[src/rtl/bit_clk_recovery_p.sv]
// bit_clk_recovery_p
// Recovers a bit clock from an asynchronous serial stream in the base-clock
// domain. The bit period is learned from the shortest edge-to-edge interval
// and slowly relaxed upward. A phase counter is realigned to data edges and
// drives the recovered clock and mid-bit sampling.
//
// Ports:
//   clk                 base clock
//   rst_n               asynchronous active-low reset
//   signal_in           asynchronous serial data
//   invert_pulse        debounced level, each 1->0 transition flips clk_rec
//   period_override_en  force the period and stop learning
//   period_override     forced period value (clamped to MIN_PERIOD)
//   clk_rec             recovered bit clock
//   data_out            bit sampled at mid-bit
//   data_valid          one-cycle strobe when data_out updates
//   period              current period estimate in clk cycles
//   locked              period stable and signal present
module bit_clk_recovery_p #(
    parameter int CNT_W           = 16,
    parameter int INIT_PERIOD     = 801,
    parameter int MIN_PERIOD      = 4,
    parameter int RELAX_EDGES     = 15,
    parameter int LOCK_EDGES      = 8,
    parameter int PHASE_WIN_SHIFT = 3,
    parameter int LOS_MULT_SHIFT  = 4
) (
    input  logic             clk,
    input  logic             rst_n,
    input  logic             signal_in,
    input  logic             invert_pulse,
    input  logic             period_override_en,
    input  logic [CNT_W-1:0] period_override,
    output logic             clk_rec,
    output logic             data_out,
    output logic             data_valid,
    output logic [CNT_W-1:0] period,
    output logic             locked
);

    localparam int RLX_W = $clog2(RELAX_EDGES + 1);
    localparam int LCK_W = $clog2(LOCK_EDGES + 1);
    localparam int LOS_W = CNT_W + LOS_MULT_SHIFT;

    localparam logic [CNT_W-1:0] CNT_MAX    = {CNT_W{1'b1}};
    localparam logic [CNT_W-1:0] CNT_ONE    = CNT_W'(1);
    localparam logic [CNT_W-1:0] MIN_P      = CNT_W'(MIN_PERIOD);
    localparam logic [CNT_W-1:0] INIT_P     = CNT_W'(INIT_PERIOD);
    localparam logic [RLX_W-1:0] RLX_ONE    = RLX_W'(1);
    localparam logic [RLX_W-1:0] RELAX_LAST = RLX_W'(RELAX_EDGES - 1);
    localparam logic [LCK_W-1:0] LCK_ONE    = LCK_W'(1);
    localparam logic [LCK_W-1:0] LOCK_TC    = LCK_W'(LOCK_EDGES);
    localparam logic [LCK_W-1:0] LOCK_LAST  = LCK_W'(LOCK_EDGES - 1);

    logic             sync1_q, sync1_d;
    logic             sync2_q, sync2_d;
    logic             prev_q, prev_d;
    logic [CNT_W-1:0] interval_q, interval_d;
    logic [CNT_W-1:0] phase_q, phase_d;
    logic [CNT_W-1:0] period_q, period_d;
    logic [RLX_W-1:0] relax_cnt_q, relax_cnt_d;
    logic [LCK_W-1:0] lock_cnt_q, lock_cnt_d;
    logic             locked_q, locked_d;
    logic             inv_q, inv_d;
    logic             inv_prev_q, inv_prev_d;
    logic             clk_rec_q, clk_rec_d;
    logic             data_out_q, data_out_d;
    logic             data_valid_q, data_valid_d;

    logic             edge_det;
    logic             valid_edge;
    logic             in_window;
    logic             los_hit;
    logic             big_shrink;
    logic [CNT_W-1:0] win;
    logic [CNT_W-1:0] half;
    logic [CNT_W-1:0] period_m1;
    logic [CNT_W-1:0] shrink_amt;
    logic [LOS_W-1:0] los_lim;
    logic [LOS_W-1:0] interval_ext;

    assign edge_det     = sync2_q ^ prev_q;
    assign valid_edge   = edge_det && (interval_q >= MIN_P);
    assign win          = period_q >> PHASE_WIN_SHIFT;
    assign half         = period_q >> 1;
    assign period_m1    = period_q - CNT_ONE;
    // Edges close to either end of the phase cycle pull the phase back to 0;
    // edges near mid-bit are treated as noise and ignored for alignment.
    assign in_window    = (phase_q < win) || (phase_q > (period_m1 - win));
    // Widened so the LOS threshold cannot wrap for large periods.
    assign los_lim      = {{LOS_MULT_SHIFT{1'b0}}, period_q} << LOS_MULT_SHIFT;
    assign interval_ext = {{LOS_MULT_SHIFT{1'b0}}, interval_q};
    // An edge in the same cycle always beats loss-of-signal.
    assign los_hit      = !edge_det && (interval_ext >= los_lim);
    assign shrink_amt   = period_q - interval_q;
    assign big_shrink   = shrink_amt > (period_q >> 3);

    always_comb begin
        sync1_d      = signal_in;
        sync2_d      = sync1_q;
        prev_d       = sync2_q;
        interval_d   = interval_q;
        phase_d      = phase_q;
        period_d     = period_q;
        relax_cnt_d  = relax_cnt_q;
        lock_cnt_d   = lock_cnt_q;
        locked_d     = locked_q;
        inv_d        = inv_q;
        inv_prev_d   = invert_pulse;
        clk_rec_d    = (phase_q >= half) ^ inv_q;
        data_out_d   = data_out_q;
        data_valid_d = 1'b0;

        if (edge_det) begin
            interval_d = CNT_ONE;
        end else if (interval_q != CNT_MAX) begin
            interval_d = interval_q + CNT_ONE;
        end

        // The >= also catches a phase left stranded above a freshly shrunk period.
        if (valid_edge && in_window) begin
            phase_d = '0;
        end else if (phase_q >= period_m1) begin
            phase_d = '0;
        end else begin
            phase_d = phase_q + CNT_ONE;
        end

        if (phase_q == half) begin
            data_out_d   = sync2_q;
            data_valid_d = 1'b1;
        end

        if (inv_prev_q && !invert_pulse) begin
            inv_d = ~inv_q;
        end

        if (period_override_en) begin
            period_d = (period_override < MIN_P) ? MIN_P : period_override;
            if (los_hit) begin
                locked_d   = 1'b0;
                lock_cnt_d = '0;
            end
        end else if (valid_edge) begin
            if (interval_q < period_q) begin
                period_d    = interval_q;
                relax_cnt_d = '0;
                if (big_shrink) begin
                    lock_cnt_d = '0;
                    locked_d   = 1'b0;
                end
            end else begin
                if (relax_cnt_q == RELAX_LAST) begin
                    relax_cnt_d = '0;
                    if (period_q != CNT_MAX) begin
                        period_d = period_q + CNT_ONE;
                    end
                end else begin
                    relax_cnt_d = relax_cnt_q + RLX_ONE;
                end
                if (lock_cnt_q != LOCK_TC) begin
                    lock_cnt_d = lock_cnt_q + LCK_ONE;
                end
                if (lock_cnt_q >= LOCK_LAST) begin
                    locked_d = 1'b1;
                end
            end
        end else if (los_hit) begin
            locked_d   = 1'b0;
            lock_cnt_d = '0;
        end
    end

    always_ff @(posedge clk or negedge rst_n) begin
        if (!rst_n) begin
            sync1_q      <= 1'b0;
            sync2_q      <= 1'b0;
            prev_q       <= 1'b0;
            interval_q   <= '0;
            phase_q      <= '0;
            period_q     <= INIT_P;
            relax_cnt_q  <= '0;
            lock_cnt_q   <= '0;
            locked_q     <= 1'b0;
            inv_q        <= 1'b0;
            inv_prev_q   <= 1'b1;
            clk_rec_q    <= 1'b0;
            data_out_q   <= 1'b0;
            data_valid_q <= 1'b0;
        end else begin
            sync1_q      <= sync1_d;
            sync2_q      <= sync2_d;
            prev_q       <= prev_d;
            interval_q   <= interval_d;
            phase_q      <= phase_d;
            period_q     <= period_d;
            relax_cnt_q  <= relax_cnt_d;
            lock_cnt_q   <= lock_cnt_d;
            locked_q     <= locked_d;
            inv_q        <= inv_d;
            inv_prev_q   <= inv_prev_d;
            clk_rec_q    <= clk_rec_d;
            data_out_q   <= data_out_d;
            data_valid_q <= data_valid_d;
        end
    end

    assign clk_rec    = clk_rec_q;
    assign data_out   = data_out_q;
    assign data_valid = data_valid_q;
    assign period     = period_q;
    assign locked     = locked_q;

endmodule

[config.mk]
export PLATFORM = sky130hd
export DESIGN_NAME = bit_clk_recovery_p
export DESIGN_NICKNAME = d
export VERILOG_FILES = /design/src/rtl/bit_clk_recovery_p.sv
export SDC_FILE = /design/constraint.sdc
export NUM_CORES = 1
export LEC_CHECK = 0
export ABC_AREA = 1
export BUFFER_PORTS_ARGS = -buffer_cell sky130_fd_sc_hd__buf_4
export CORE_ASPECT_RATIO = 0.8
export CORE_MARGIN = 8
export CORE_UTILIZATION = 42
export DETAILED_ROUTE_END_ITERATION = 10
export GPL_TIMING_DRIVEN = 0
export PLACE_DENSITY = 0.63
export SLEW_MARGIN = 0
export SYNTH_ARGS = -nofsm -noshare
export SYNTH_HDL_FRONTEND = slang
export SYNTH_SLANG_ARGS = --single-unit
[constraint.sdc]
create_clock -name clk -period 10.3 [get_ports clk]
set_clock_uncertainty 0.1 [all_clocks]
set_input_delay 2.06 -clock clk [delete_from_list [all_inputs] [get_ports clk]]
set_output_delay 2.06 -clock clk [all_outputs]
set_load 0.1 [all_outputs]
# --- Yosys cells after proc, flatten, opt, wreduce, memory -nomap -nowiden ---
# Cells that the tools add are included.
classes:
  add_sub_neg: 8
  n_lt_le_gt_ge: 10
  eq_ne: 8
  muxes: 25
  bitwise: 4
  reduce_logical: 15
op_table:
  columns: ["operator", "count"]
  rows:
  - ["$mux 16", 10]
  - ["$add 16x1->16 const B", 3]
  - ["$mux 4", 8]
  - ["$ne 16x16->1 const B", 2]
  - ["$ge 16x20->1", 1]
  - ["$eq 16x15->1", 1]
  - ["$ge 16x15->1", 1]
  - ["$ge 16x16->1", 1]
  - ["$ge 16x3->1 const B", 1]
  - ["$gt 16x13->1", 1]
  - ["$gt 16x16->1", 1]
  - ["$lt 16x13->1", 1]
  - ["$lt 16x16->1", 1]
  - ["$lt 16x3->1 const B", 1]
  - ["$sub 16x1->16 const B", 1]
  - ["$sub 16x13->16", 1]
  - ["$sub 16x16->16", 1]
  - ["$add 4x1->4 const B", 2]
  - ["$ne 4x2->1 const B", 2]
  - ["$ne 4x4->1 const B", 2]
  - ["$mux 1", 7]
  - ["$reduce_and 2->1", 3]
  - ["$reduce_bool 3->1", 2]
  - ["$eq 4x4->1 const B", 1]
  - ["8 further kinds", 15]
totals:
  ff_bits: 65
  in_bits: 21
  word_cells: 84

# --- Longest topological paths before layout ---
# Gate-level depths: netlist (run 1).
logic_depth:
  word_depth: 6
  ltp_mapped: 28

# --- Worst setup path after synthesis (run 1) ---
# OpenSTA, ideal clock, no wires.
synth_timing:
  path_type: "reg-to-reg"
  start: "register period_q[1] (netlist: period[1])"
  end: "register phase_q[10]"
  arrival_ps: 4318
  slack_ps: 5756
  stages_incl_launch_ff: 29
  synth_period_minus_slack_ps: 4544
  cell_sequence: "dfrtp_1 -> inv_1 -> ha_1 -> nand3_2 -> nor3_2 -> nand2_1 -> inv_1 -> nand2_1 -> xor2_1 -> inv_1 -> ha_1 -> nand2_1 -> inv_1 -> a221oi_1 -> nand3_1 -> nand2_1 -> nand2_1 -> xnor2_1 -> ha_1 -> nand2_1 -> inv_1 -> nand3_1 -> nor3_1 -> o21ai_0 -> nand2_1 -> nand2_1 -> nand2_1 -> buf_2 -> a21oi_1"
synth_between:
  elab_chain_len: 6
  elab_cells_between_ends: 8
synth_lines:
  columns: ["item", "line_no", "source"]
  rows:
  - ["from (decl)", "60", "logic [CNT_W-1:0] period_q, period_d;"]
  - ["from (signal assigned)", "196", "period_q <= period_d;"]
  - ["$sub 16x1->16 (*)", "86", "assign period_m1 = period_q - CNT_ONE;"]
  - ["$sub 16x13->16", "89", "assign in_window = (phase_q < win) || (phase_q > (period_m1 - win));"]
  - ["$gt 16x16->1", "89", null]
  - ["$logic_or 1x1->1", "89", null]
  - ["$logic_and 1x1->1", "121", "if (valid_edge && in_window) begin"]
  - ["$mux 16 (*)", "121", null]
  - ["via phase_d[10]", "59", "logic [CNT_W-1:0] phase_q, phase_d;"]
  - ["to (signal assigned)", "195", "phase_q <= phase_d;"]
  - ["to (decl)", "59", null]
# Mark *: on every way through the listed nets, which the timed path passes. The rest lies on a longest branch.
# A chain may end at the register's enable or synchronous reset.

# --- Worst setup path after layout (run 1) ---
layout_timing:
  start: "register period_q[1] (netlist: period[1])"
  end: "register phase_q[4]"
# Same word-level chain as after synthesis.

==> results summary, run 1 <==
The run finished with clean final reports. The leakage power is 4.63 nW. The final-layout setup total negative slack is 0 ps. The placer's final routability congestion estimate is 0.939.

The worst hold path begins at sync1_q. The power density of the placed cells is roughly 240 mW/mm^2. Summed over all nets, the switching power comes to roughly 0.0012 W. The maximum fanout encountered on the critical timing path came out at 10. Cell internal power was estimated by the tool at 0.00100 W.

The average size of a mapped cell is 6.92 um^2. The via count of the first global-routing pass came out at 7043. The cts-stage hold buffer count is 0. The critical path is of the reg -> reg type. The I/O pin total came out at 41. Entering global routing, the biggest net connects 66 pins.

The combinational cell fraction of total power is 66.7%. The minimum hold slack is 254 ps. Buffers inserted during clock tree synthesis total 9.

The total of warnings raised by yosys is 0. The cell depth of the worst flop-to-flop path is 28. Counting instances, the worst hold path has a depth of 0. After detailed routing, the met3 layer carries 1.98 mm of wire. The sequential fraction of design power is 18.0%. Measured against its own limit, the worst slew margin works out to 39.3%.

Setup repair after global routing left no endpoint under its margin. The residual overflow from global routing is 0. On the critical path, the stage with the largest delay is an instance of sky130_fd_sc_hd__dfrtp_1. The tree is rooted in a sky130_fd_sc_hd__clkbuf_16. Input and output buffers added on the ports amount to 40. The routed design uses 9.78 mm of met2 wire.

The total number of vias came out at 7852. The post-cts repair resize count came out at 0. The overall track demand over capacity in global routing came out at 20.8%. The worst IR drop on VDD is 0.163 mV. After floorplanning, the core was divided into 45 placement rows.

The synthesized design contains 0 enable-type register cells. The worst setup path is launched from a flop. The highest metal layer carrying signal wires in the routed design is met4. After clock tree synthesis, the clock-pin slew on the worst setup and hold paths is around 70 ps. The chip width came out at 171 um. The clock insertion delay at the later pin of the skew report came out at 350 ps. The number of setup violations in the final report is 0.

For the pin with the worst max-slew slack, the measured transition is 911 ps. Summed over all instances, the cell type with the most area after synthesis is sky130_fd_sc_hd__ha_1. Dividing the detail-routed wire length by the instance count gives 16.7 um.

The dominant synthesized flop cell is sky130_fd_sc_hd__dfrtp_1. The minimum period implied by the final worst setup slack is around 5100 ps. For this block, wires on met1 add up to 12.5 mm. The first global-routing pass estimated 39.0 mm of wire. Among the stages of the critical path, the cell type that occurs most often is sky130_fd_sc_hd__nand2_1. The number of maximum-capacitance constraint violations is 0. The layout cell share with drive strength beyond 1 is 11.4%. The share of total power in the clock network is between 15 and 20%.

The area added between synthesis and finish is 11.6%. Once the floorplan was initialized, standard cells occupied 42.5% of the core. TritonCTS built the clock tree. The die extent in y came out at 140 um.

The cell with the most instances after synthesis is sky130_fd_sc_hd__nand2_1. The arrival time at the worst endpoint is 5250 ps. The final routed wirelength across all metal layers is 24.6 mm. The region available for standard cell placement spans 0.0189 mm^2. The switching fraction of total power is roughly 54%. The number of max-slew violations in the final report came out at 0. The sequential cell area fraction in the yosys report came out at 20.4%.

The origin of the critical flop-to-flop path is period[1]. The register-to-register path setup slack is 5170 ps. The number of remaining DRC errors came out at 0. The count of different cell masters after synthesis is 53.

The number of nets produced by synthesis is 1305. Data on the critical path is required at its endpoint by 10420 ps. The core occupancy in the finished layout came out at 47.5%. Synthesis handed over a netlist of 1159 instances.

The number of diodes came out at 0. The top achievable clock speed is between 150 and 200 MHz. The final critical path takes up 49.8% of the cycle.

The H-tree was split into 3 levels. STA classifies the critical path endpoint as a flop. The post-CTS setup-driven buffer insertion count is 0. The initial antenna violation count came out at 0. The total number of nets in the final design is 1356. The total standard cell area after synthesis came out at 0.00802 mm^2.

The number of failing hold endpoints at the final stage is 0. Ranked by total cell area, the synthesized netlist is headed by sky130_fd_sc_hd__ha_1 19%, sky130_fd_sc_hd__dfrtp_1 19%, sky130_fd_sc_hd__nand2_1 14%, sky130_fd_sc_hd__inv_1 6.5%, sky130_fd_sc_hd__nand3_1 5.5%. The biggest cell delay along the critical path came out at 570 ps.

The die outline area is between 0.02 and 0.025 mm^2. Summed over all nets, the half-perimeter wirelength after detailed placement is approximately 19 mm. The maximum clock path buffer count is 2. Tracing the worst setup path back leads to its startpoint at period[1]. The detailed-routing iteration count for the pre-antenna-repair pass came out at 8. In the routed layout, each cell is associated on average with a via count of 5.33. The final antenna-violating net count came out at 0. The top cell type's share of synthesized area came out at 19.2%. In this run, synthesis produced a sequential element count of 65. The tightest min-delay check is of the reg -> reg type. For this block, the initial DRC count from the detailed router was 684. The total number of clock tree sinks came out at 65.

Counting instances in the post-synthesis netlist gives the leading cell types as 295 x sky130_fd_sc_hd__nand2_1, 139 x sky130_fd_sc_hd__inv_1, 123 x sky130_fd_sc_hd__ha_1. For this run, asynchronously set or reset flops after synthesis account for 100%.
[area by class of cell]
cell class / count / area, um^2
Clock buffer: 9 / 225
Tap cell: 258 / 323
Buffer: 21 / 143
Timing Repair Buffer: 40 / 300
Clock inverter: 7 / 82.6
Multi-Input combinational cell: 921 / 5670
Fill cell: 1954 / 9910
Sequential cell: 65 / 1630
Inverter: 152 / 572
[through the flow]
step                setup WS [ps]  power [W]  std cells  cell area [um^2]
floorplan                    5760    0.00148       1159              8020
global placement             5370    0.00179       1457              8640
detailed placement           5220    0.00182       1457              8640
CTS                          5190    0.00216       1473              8950
global route                 4720    0.00238       1473              8950
finish                       5170    0.00217       1473              8950
[path summary, 6_finish.rpt]
kind	end
max	phase_q[4]
min in group asynchronous	phase_q[2]
max reg2reg	phase_q[4]
min reg2reg	prev_d
max in group asynchronous	relax_cnt_q[1]
min	prev_d
[cells in the final DEF (no fill, tap or decap), types with 4 or more instances in the layout]
cell and instances:
sky130_fd_sc_hd__nand3_2 6, sky130_fd_sc_hd__nor2_1 85, sky130_fd_sc_hd__a21o_1 4, sky130_fd_sc_hd__dfstp_2 5
sky130_fd_sc_hd__nand3b_1 5, sky130_fd_sc_hd__nor3_1 21, sky130_fd_sc_hd__nor4_1 14, sky130_fd_sc_hd__dfrtp_1 60
sky130_fd_sc_hd__a21oi_1 78, sky130_fd_sc_hd__o211ai_1 9, sky130_fd_sc_hd__ha_1 123, sky130_fd_sc_hd__nand2_2 9
sky130_fd_sc_hd__nand3_1 88, sky130_fd_sc_hd__nor2_2 9, sky130_fd_sc_hd__xor2_1 43, sky130_fd_sc_hd__a31oi_1 6
sky130_fd_sc_hd__o21ai_2 11, sky130_fd_sc_hd__xnor2_1 13, sky130_fd_sc_hd__clkbuf_16 9, sky130_fd_sc_hd__inv_2 9
sky130_fd_sc_hd__clkbuf_1 6, sky130_fd_sc_hd__o21ai_0 41, sky130_fd_sc_hd__o21a_1 4, sky130_fd_sc_hd__buf_2 7
sky130_fd_sc_hd__nand2_1 295, sky130_fd_sc_hd__inv_1 139, sky130_fd_sc_hd__buf_4 46, sky130_fd_sc_hd__nand4_1 18
[state kept, by name, summed over array words and instances, names as in the netlist, 4 cells and up]
name         cells
interval_q      16
period          16
phase_q         16
lock_cnt_q       4
relax_cnt_q      4
[cells by family after synthesis]
group	after synthesis	share of synthesized area [%]
compound gates	170	12.4
xor+xnor	58	6.52
fa+ha+maj	125	19.7
buf+inv	173	8.91
flops	65	20.4
mux	1	0.140
simple gates	567	32.0
[power by group through the flow]
| stage | Sequential (W) | Clock, W | Combinational [W] |
|---|---|---|---|
| after floorplan | 0.000506 | 0 | 0.000978 |
| after global placement | 0.000393 | 0 | 0.00140 |
| after detailed placement | 0.000394 | 0 | 0.00143 |
| after CTS | 0.000389 | 0.000337 | 0.00144 |
| after global routing | 0.000397 | 0.000347 | 0.00163 |
| final | 0.000390 | 0.000331 | 0.00145 |
[worst max-delay path, delay by kind of cell, from the launching register on]
kind	cells	cell delay (ps)
DFF	1	570
buffers and inverters	6	780
and+or+nand+nor	14	1870
adders and majority gates	3	820
AOI/OAI and AO/OA	3	520
xor gates and xnor gates	2	340
[routing by layer]
layer	GRT usage, %	up-vias
li1	-	3974
met1	31.3	3600
met2	29.2	257
met3	5.09	21
met4	4.33	0
met5	0	-
Note: power is estimated with default switching activity, not from simulation.
==> run 2: changes to the inputs <==
PLACE_DENSITY = 0.65   (was 0.63)
clock period = 4.2 ns   (was 10.3 ns; I/O delays follow)
==> results summary, run 2 (synthesis gave the netlist of run 1 again) <==
The flow ran to the end, and the final reports show no timing, DRC or antenna violations. The endpoint required time on the critical path came to 4380 ps (-6040 ps). The worst setup path is captured at a flop. The cell depth of the worst flop-to-flop path was 27 (-3.6%).

The overall track demand over capacity in global routing came out at 21.5% (+0.63 points). The number of diodes came out at 0 (unchanged). The die extent in y is 140 um (unchanged). The via-per-instance ratio came out at 5.43 (+1.9%). The maximum fanout encountered on the critical timing path is 5 (-5). The cell internal power dissipation came out at 0.00275 W (+170%). The global-route wire length before repair is 40.1 mm (+3.0%).

The top achievable clock speed came to 248 MHz (+27%). The worst setup path is launched from a flop. The maximum level of the CTS H-tree is 3 (unchanged).

The total net switching power is 0.00309 W (+160%). The placer's final routability congestion estimate is 0.941 (+0.20%). TritonCTS built the clock tree. The cell area after placement is 0.00866 mm^2 (+0.17%). The power density of the placed cells came out at 615 mW/mm^2 (+150%). The maximum clock path buffer count came to 2 (unchanged). The biggest cell delay along the critical path is 440 ps (-130 ps). Leaving out fill and tap cells, the most frequent cells in the layout are 285 x sky130_fd_sc_hd__nand2_1, 131 x sky130_fd_sc_hd__inv_1, 115 x sky130_fd_sc_hd__ha_1, 86 x sky130_fd_sc_hd__nand3_1, 81 x sky130_fd_sc_hd__nor2_1. The die outline area is 0.0238 mm^2 (unchanged). The detailed router's first-iteration violation count came out at 673 (-1.6%). The number of max-slew violations in the final report was 0 (unchanged).

The layout cell share with drive strength beyond 1 is 18.0% (+6.6 points). The worst IR drop on VDD is 0.292 mV (+79%). The via count of the first global-routing pass is 7238 (+2.8%). The clock transition at the registers of the reported paths came out at 70 ps (about the same).

The count of standard-cell rows is 45 (unchanged). The number of failing hold endpoints at the final stage is 0 (unchanged). The chip width is 171 um (unchanged). The min-delay analysis places its worst path in the category reg -> reg. The measured slew at the worst slew-check pin came to 914 ps (+2.83 ps). The I/O pin total is 41 (unchanged). The layer flagged by global routing as most heavily used is met1. The final antenna-violating net count came out at 0 (unchanged). The wire length per cell is 17.3 um (+3.6%). The initial antenna violation count came to 0 (unchanged). The commonest non-fill, non-tap cell in the layout is sky130_fd_sc_hd__nand2_1. The worst slew slack as a fraction of its limit was 39.1% (-0.19 points).

The total number of nets in the final design is 1377 (+1.5%). The total design power is 0.00584 W (+170%). The switching fraction of total power came to 52.9% (-0.95 points). The number of instances on the worst hold path came out at 0 (unchanged).

The number of maximum-capacitance constraint violations is 0 (unchanged). The sequential fraction of design power came out at 16.3% (-1.7 points). The final instance area is 0.00949 mm^2 (+6.0%). The final-layout setup total negative slack came out at 0 ps (unchanged). The number of remaining DRC errors came out at 0 (unchanged).

The standard cell core area came to 0.0189 mm^2 (unchanged). The largest net degree at the start of global routing came to 66 (unchanged). The cell sitting at the root of the clock tree is a sky130_fd_sc_hd__clkbuf_16. The combinational cell fraction of total power is 68.8% (+2.1 points).

The total number of clock tree sinks is 65 (unchanged). The number of buffers inserted by port buffering was 40 (unchanged). The global routing met3 resource utilization came to 4.55% (-0.54 points). The area added between synthesis and finish came out at 18.3%. The clock insertion delay at the later pin of the skew report is 360 ps (about the same). The leakage power came out at 4.79 nW (+3.5%). The HPWL reported at the end of detailed placement came to 19.4 mm (-0.54%). The met1 capacity usage during global routing came to 32.2% (+0.90 points).

The number of setup violations in the final report is 0 (unchanged). The final routed wirelength across all metal layers is 25.8 mm (+5.1%). The post-route fraction of the period consumed by the critical path is 96.1% (+46 points).

Setup repair after global routing could not meet its margin everywhere. The met2 track demand over resource in global routing came out at 30.1% (+0.95 points). The cts-stage hold buffer count came out at 0 (unchanged). The residual overflow from global routing came out at 0 (unchanged). The total number of vias came out at 8114 (+3.3%). The minimum period implied by the final worst setup slack came out at 4030 ps (-1090 ps).

The share of total power in the clock network is 14.9% (-0.4 points). The slowest stage of the critical path is the sky130_fd_sc_hd__dfrtp_2 cell. The total clock buffers created by CTS is 9 (unchanged). The detailed-routing iteration count for the pre-antenna-repair pass is 7 (-1). The initial cell density of the core is 42.5% (unchanged). The type of the worst setup path is reg -> reg. The arrival time at the worst endpoint came out at 4210 ps (-1040 ps).
-- run 2: routing by layer --
metal | share of wire [%] | vias to the layer above
li1 | - | 4018
met3 | 8.8 | 28
met2 | 42 | 312
met5 | 0 | -
met1 | 48 | 3756
met4 | 1.4 | 0
-- run 2: through the flow --
stage	cells	util [%]	hold slack (ps)	worst slack, ps
after global routing	1494	50.3	255	-42.9
after global placement	1457	45.9	233	-603
after floorplan	1159	-	231	9.17
after CTS	1485	48.8	253	-3.66
final	1494	50.3	249	165
after detailed placement	1457	45.9	237	-680
-- run 2: worst paths after layout --
| path | startpoint | endpoint | slack (ps) |
|---|---|---|---|
| min in group asynchronous | rst_n | phase_q[9] | 510 |
| hold reg to reg | sync1_q | prev_d | 250 |
| setup reg to reg | period[1] | phase_q[9] | 170 |
| hold / removal | sync1_q | prev_d | 250 |
| max in group asynchronous | rst_n | period[11] | 2830 |
| setup / recovery | period[1] | phase_q[9] | 170 |
-- run 2: power groups by stage --
stage / logic (W) / registers, W / clock network [W]
floorplan: 0.00240 / 0.00125 / 0
finish: 0.00402 / 0.000951 / 0.000869
global route: 0.00447 / 0.000963 / 0.000909
detailed placement: 0.00350 / 0.000972 / 0
CTS: 0.00372 / 0.000934 / 0.000887
global placement: 0.00344 / 0.000969 / 0
-- run 2: final cells by class --
type	count	area, um^2
multi-input cells	921	6000
clock inverters	7	103
repair buffers	63	477
clock buffers	9	225
fillers	1856	9370
plain buffers	19	138
inverters	152	586
flip-flops and latches	65	1650
well taps	258	323
-- run 2: what timing repair did --
action                                  in CTS  in global routing
gates resized for setup                     32                 49
cloned                                       1                  0
pin swaps                                    4                 20
endpoints found under the setup margin      16                 16
setup buffers                               11                 11
-- run 2: critical path, delay by kind of cell (launching register included) --
family | cells | cell delay, ps
compound gates | 3 | 530
xor+xnor | 2 | 340
fa+ha+maj | 2 | 520
buf+inv | 6 | 560
flops | 1 | 440
simple gates | 14 | 1420
==> run 3: changes to the inputs <==
CORE_UTILIZATION = 58   (was 42)
PLACE_DENSITY = 0.84   (was 0.65)
==> results summary, run 3 (synthesis gave the netlist of run 1 again) <==
The HPWL reported at the end of detailed placement came out at 18.6 mm (-4.3%). In the layout the commonest cells are 285 x sky130_fd_sc_hd__nand2_1, 132 x sky130_fd_sc_hd__inv_1, 115 x sky130_fd_sc_hd__ha_1, 86 x sky130_fd_sc_hd__nand3_1, 80 x sky130_fd_sc_hd__nor2_1. The clock root buffer master is sky130_fd_sc_hd__clkbuf_16. The chip width is 147 um (-14%). The worst IR drop on VDD is 0.431 mV (+48%).

The overall track demand over capacity in global routing is 27.8% (+6.3 points). The layout cell share with drive strength beyond 1 came out at 17.7% (-0.28 points). The die outline area is 0.0179 mm^2 (-25%). The capture point of the critical path is phase_q[2]. The maximum level of the CTS H-tree is 3 (unchanged). The number of diodes is 0 (unchanged). The clock insertion delay at the later pin of the skew report is 350 ps (about the same). The type of the worst setup path is reg -> reg. The number of buffers inserted by port buffering is 40 (unchanged).

The endpoint required time on the critical path came out at 4370 ps (about the same). The endpoint of the most critical register-to-register path is phase_q[2]. The minimum hold slack is 257 ps (+8.22 ps). The detailed router's first-iteration violation count came out at 1131 (+68%). The via count of the first global-routing pass came to 7754 (+7.1%). The register-to-register path setup slack was 9 ps (-160 ps). The clock transition at the registers of the reported paths came out at 60 ps (about the same).

The initial cell density of the core is 59.2% (+17 points). The total clock buffers created by CTS is 9 (unchanged). The residual overflow from global routing came to 0 (unchanged).

The filler cell count in the final layout is 1093 (-41%). The final routed wirelength across all metal layers is 25.4 mm (-1.5%). The total number of vias was 8526 (+5.1%). The detailed-routing iteration count for the pre-antenna-repair pass came out at 6 (-1). The placer's final routability congestion estimate is 0.988 (+5.0%). The classification of the worst-slack hold path is reg -> reg.

The cell depth of the worst flop-to-flop path was 22 (-19%). Among all stages on the critical path, the largest delay is contributed by sky130_fd_sc_hd__dfrtp_2. The total number of clock tree sinks is 65 (unchanged). The origin of the worst setup path is period[3]. The power density of the placed cells came out at 626 mW/mm^2 (+1.8%).

The number of maximum-capacitance constraint violations came to 0 (unchanged). The die extent in y is 121 um (-13%). The cts-stage hold buffer count was 0 (unchanged). The number of remaining DRC errors is 0 (unchanged). The number of max-slew violations in the final report came out at 0 (unchanged). The post-route fraction of the period consumed by the critical path came out at 99.8% (+3.7 points).

The number of failing hold endpoints at the final stage was 0 (unchanged). The I/O pin total is 41 (unchanged). The cell repeated most along the worst path is sky130_fd_sc_hd__nand2_1. The worst slew slack as a fraction of its limit came out at 40.2% (+1.1 points). The biggest cell delay along the critical path came out at 410 ps (-30 ps).

The wire length per cell came out at 18.0 um (+4.1%). The global-route wire length before repair is 39.6 mm (-1.2%). TritonCTS built the clock tree. Traced cell by cell, the critical path runs through buf_4 > nor2_2 > nand2_2 > nor2_4 > xor2_2 > inv_1 > ha_4 > nand2_1 > nor4_1 > nor2_1 > o21ai_0 > a21oi_1 > xor2_1 > ha_1 > nand2_1 > o21ai_0 > a21oi_2 > nand2_1 > nand2_2 > nand2_4 > buf_4 > a21oi_1. The arrival time at the worst endpoint is 4360 ps (+150 ps). In this run the critical register-to-register path is launched from period[3]. The final antenna-violating net count is 0 (unchanged).

The number of placed instances with taps included came out at 1379 (-5.4%). The minimum period implied by the final worst setup slack is 4190 ps (+156 ps). The top achievable clock speed was 239 MHz (-3.7%). STA classifies the critical path endpoint as a flop. The initial antenna violation count came to 0 (unchanged). The standard cell core area is 0.0136 mm^2 (-28%). The maximum fanout encountered on the critical timing path came out at 6 (+1).

The largest net degree at the start of global routing came to 66 (unchanged). The flow ran to the end, and the final reports show no timing, DRC or antenna violations. The via-per-instance ratio is 6.03 (+11%).

The maximum clock path buffer count is 2 (unchanged). Leaving out fill and tap cells, the most frequent cell in the layout is sky130_fd_sc_hd__nand2_1. The number of setup violations in the final report is 0 (unchanged). The measured slew at the worst slew-check pin came out at 897 ps (-17.0 ps). The worst setup path is launched from a flop.

The count of standard-cell rows came out at 38 (-16%). The non-filler instance count after layout is 1413 (-5.4%). The total number of nets in the final design is 1374 (-0.22%). The area added between synthesis and finish came out at 16.7%.

The leakage power came out at 4.77 nW (-0.51%).
-- run 3: changes by cell type in the layout (fill, tap and decap cells not counted), moves of 2 or more --
cell                         before  now
sky130_fd_sc_hd__nor4_2           3    1
sky130_fd_sc_hd__buf_4           67   63
sky130_fd_sc_hd__clkinvlp_4       1    3
sky130_fd_sc_hd__clkinv_4         3    0
-- run 3: report_power, final --
group          switching [W]  internal, W  total (W)
Combinational        0.00261      0.00150    0.00411
Clock               0.000325     0.000477   0.000802
Sequential          0.000205     0.000746   0.000951
Total                0.00314      0.00272    0.00586
-- run 3: critical path: cells and delay by family (launching register included) --
family                     cells  cell delay [ps]
AOI/OAI and AO/OA              5              890
xor gates and xnor gates       2              460
adders and majority gates      2              600
buffers and inverters          3              450
DFF                            1              410
and+or+nand+nor               10             1220
-- run 3: worst min path at each step --
stage | start | end | slack, ps | cells past startpoint
final | sync1_q | prev_d | 260 | 0
after global placement | sync1_q | prev_d | 240 | 0
after floorplan | sync1_q | prev_d | 230 | 0
after detailed placement | sync1_q | prev_d | 250 | 0
after global routing | sync1_q | prev_d | 280 | 0
after CTS | sync1_q | prev_d | 260 | 0
-- run 3: layout make-up --
type	count	area [um^2]	area share [%]
Timing Repair Buffer	60	454	4.85
Sequential cell	65	1650	17.6
Inverter	152	588	6.28
Tap cell	180	225	2.41
Multi-Input combinational cell	921	6010	64.2
Buffer	19	134	1.43
Clock buffer	10	239	2.55
Clock inverter	6	66.3	0.708
-- run 3: per-stage QoR --
| stage | area [um^2] | power, W | util [%] | setup TNS (ps) | setup WS, ps |
|---|---|---|---|---|---|
| after global placement | 8560 | 0.00434 | 63.2 | -6610 | -496 |
| after floorplan | 8040 | 0.00365 | - | 0 | 9.17 |
| final | 9360 | 0.00586 | 69.1 | 0 | 8.67 |
| after global routing | 9360 | 0.00632 | 69.1 | -2060 | -152 |
| after CTS | 9110 | 0.00545 | 67.2 | 0 | 11.9 |
| after detailed placement | 8560 | 0.00445 | 63.2 | -9560 | -672 |
-- run 3: layer usage --
metal  wire (um)  track usage [%]  vias up
met5           0                0        -
met2       10800             41.2      484
li1            -                -     4009
met1       11300             39.3     3963
met3        2670             6.37       70
met4         650             8.33        0
-- run 3: timing repair --
item / in CTS / in global routing
resized for setup: 35 / 47
cloned: 1 / 0
endpoints found under the setup margin: 16 / 16
buffers inserted: 10 / 9
pin swaps: 8 / 21
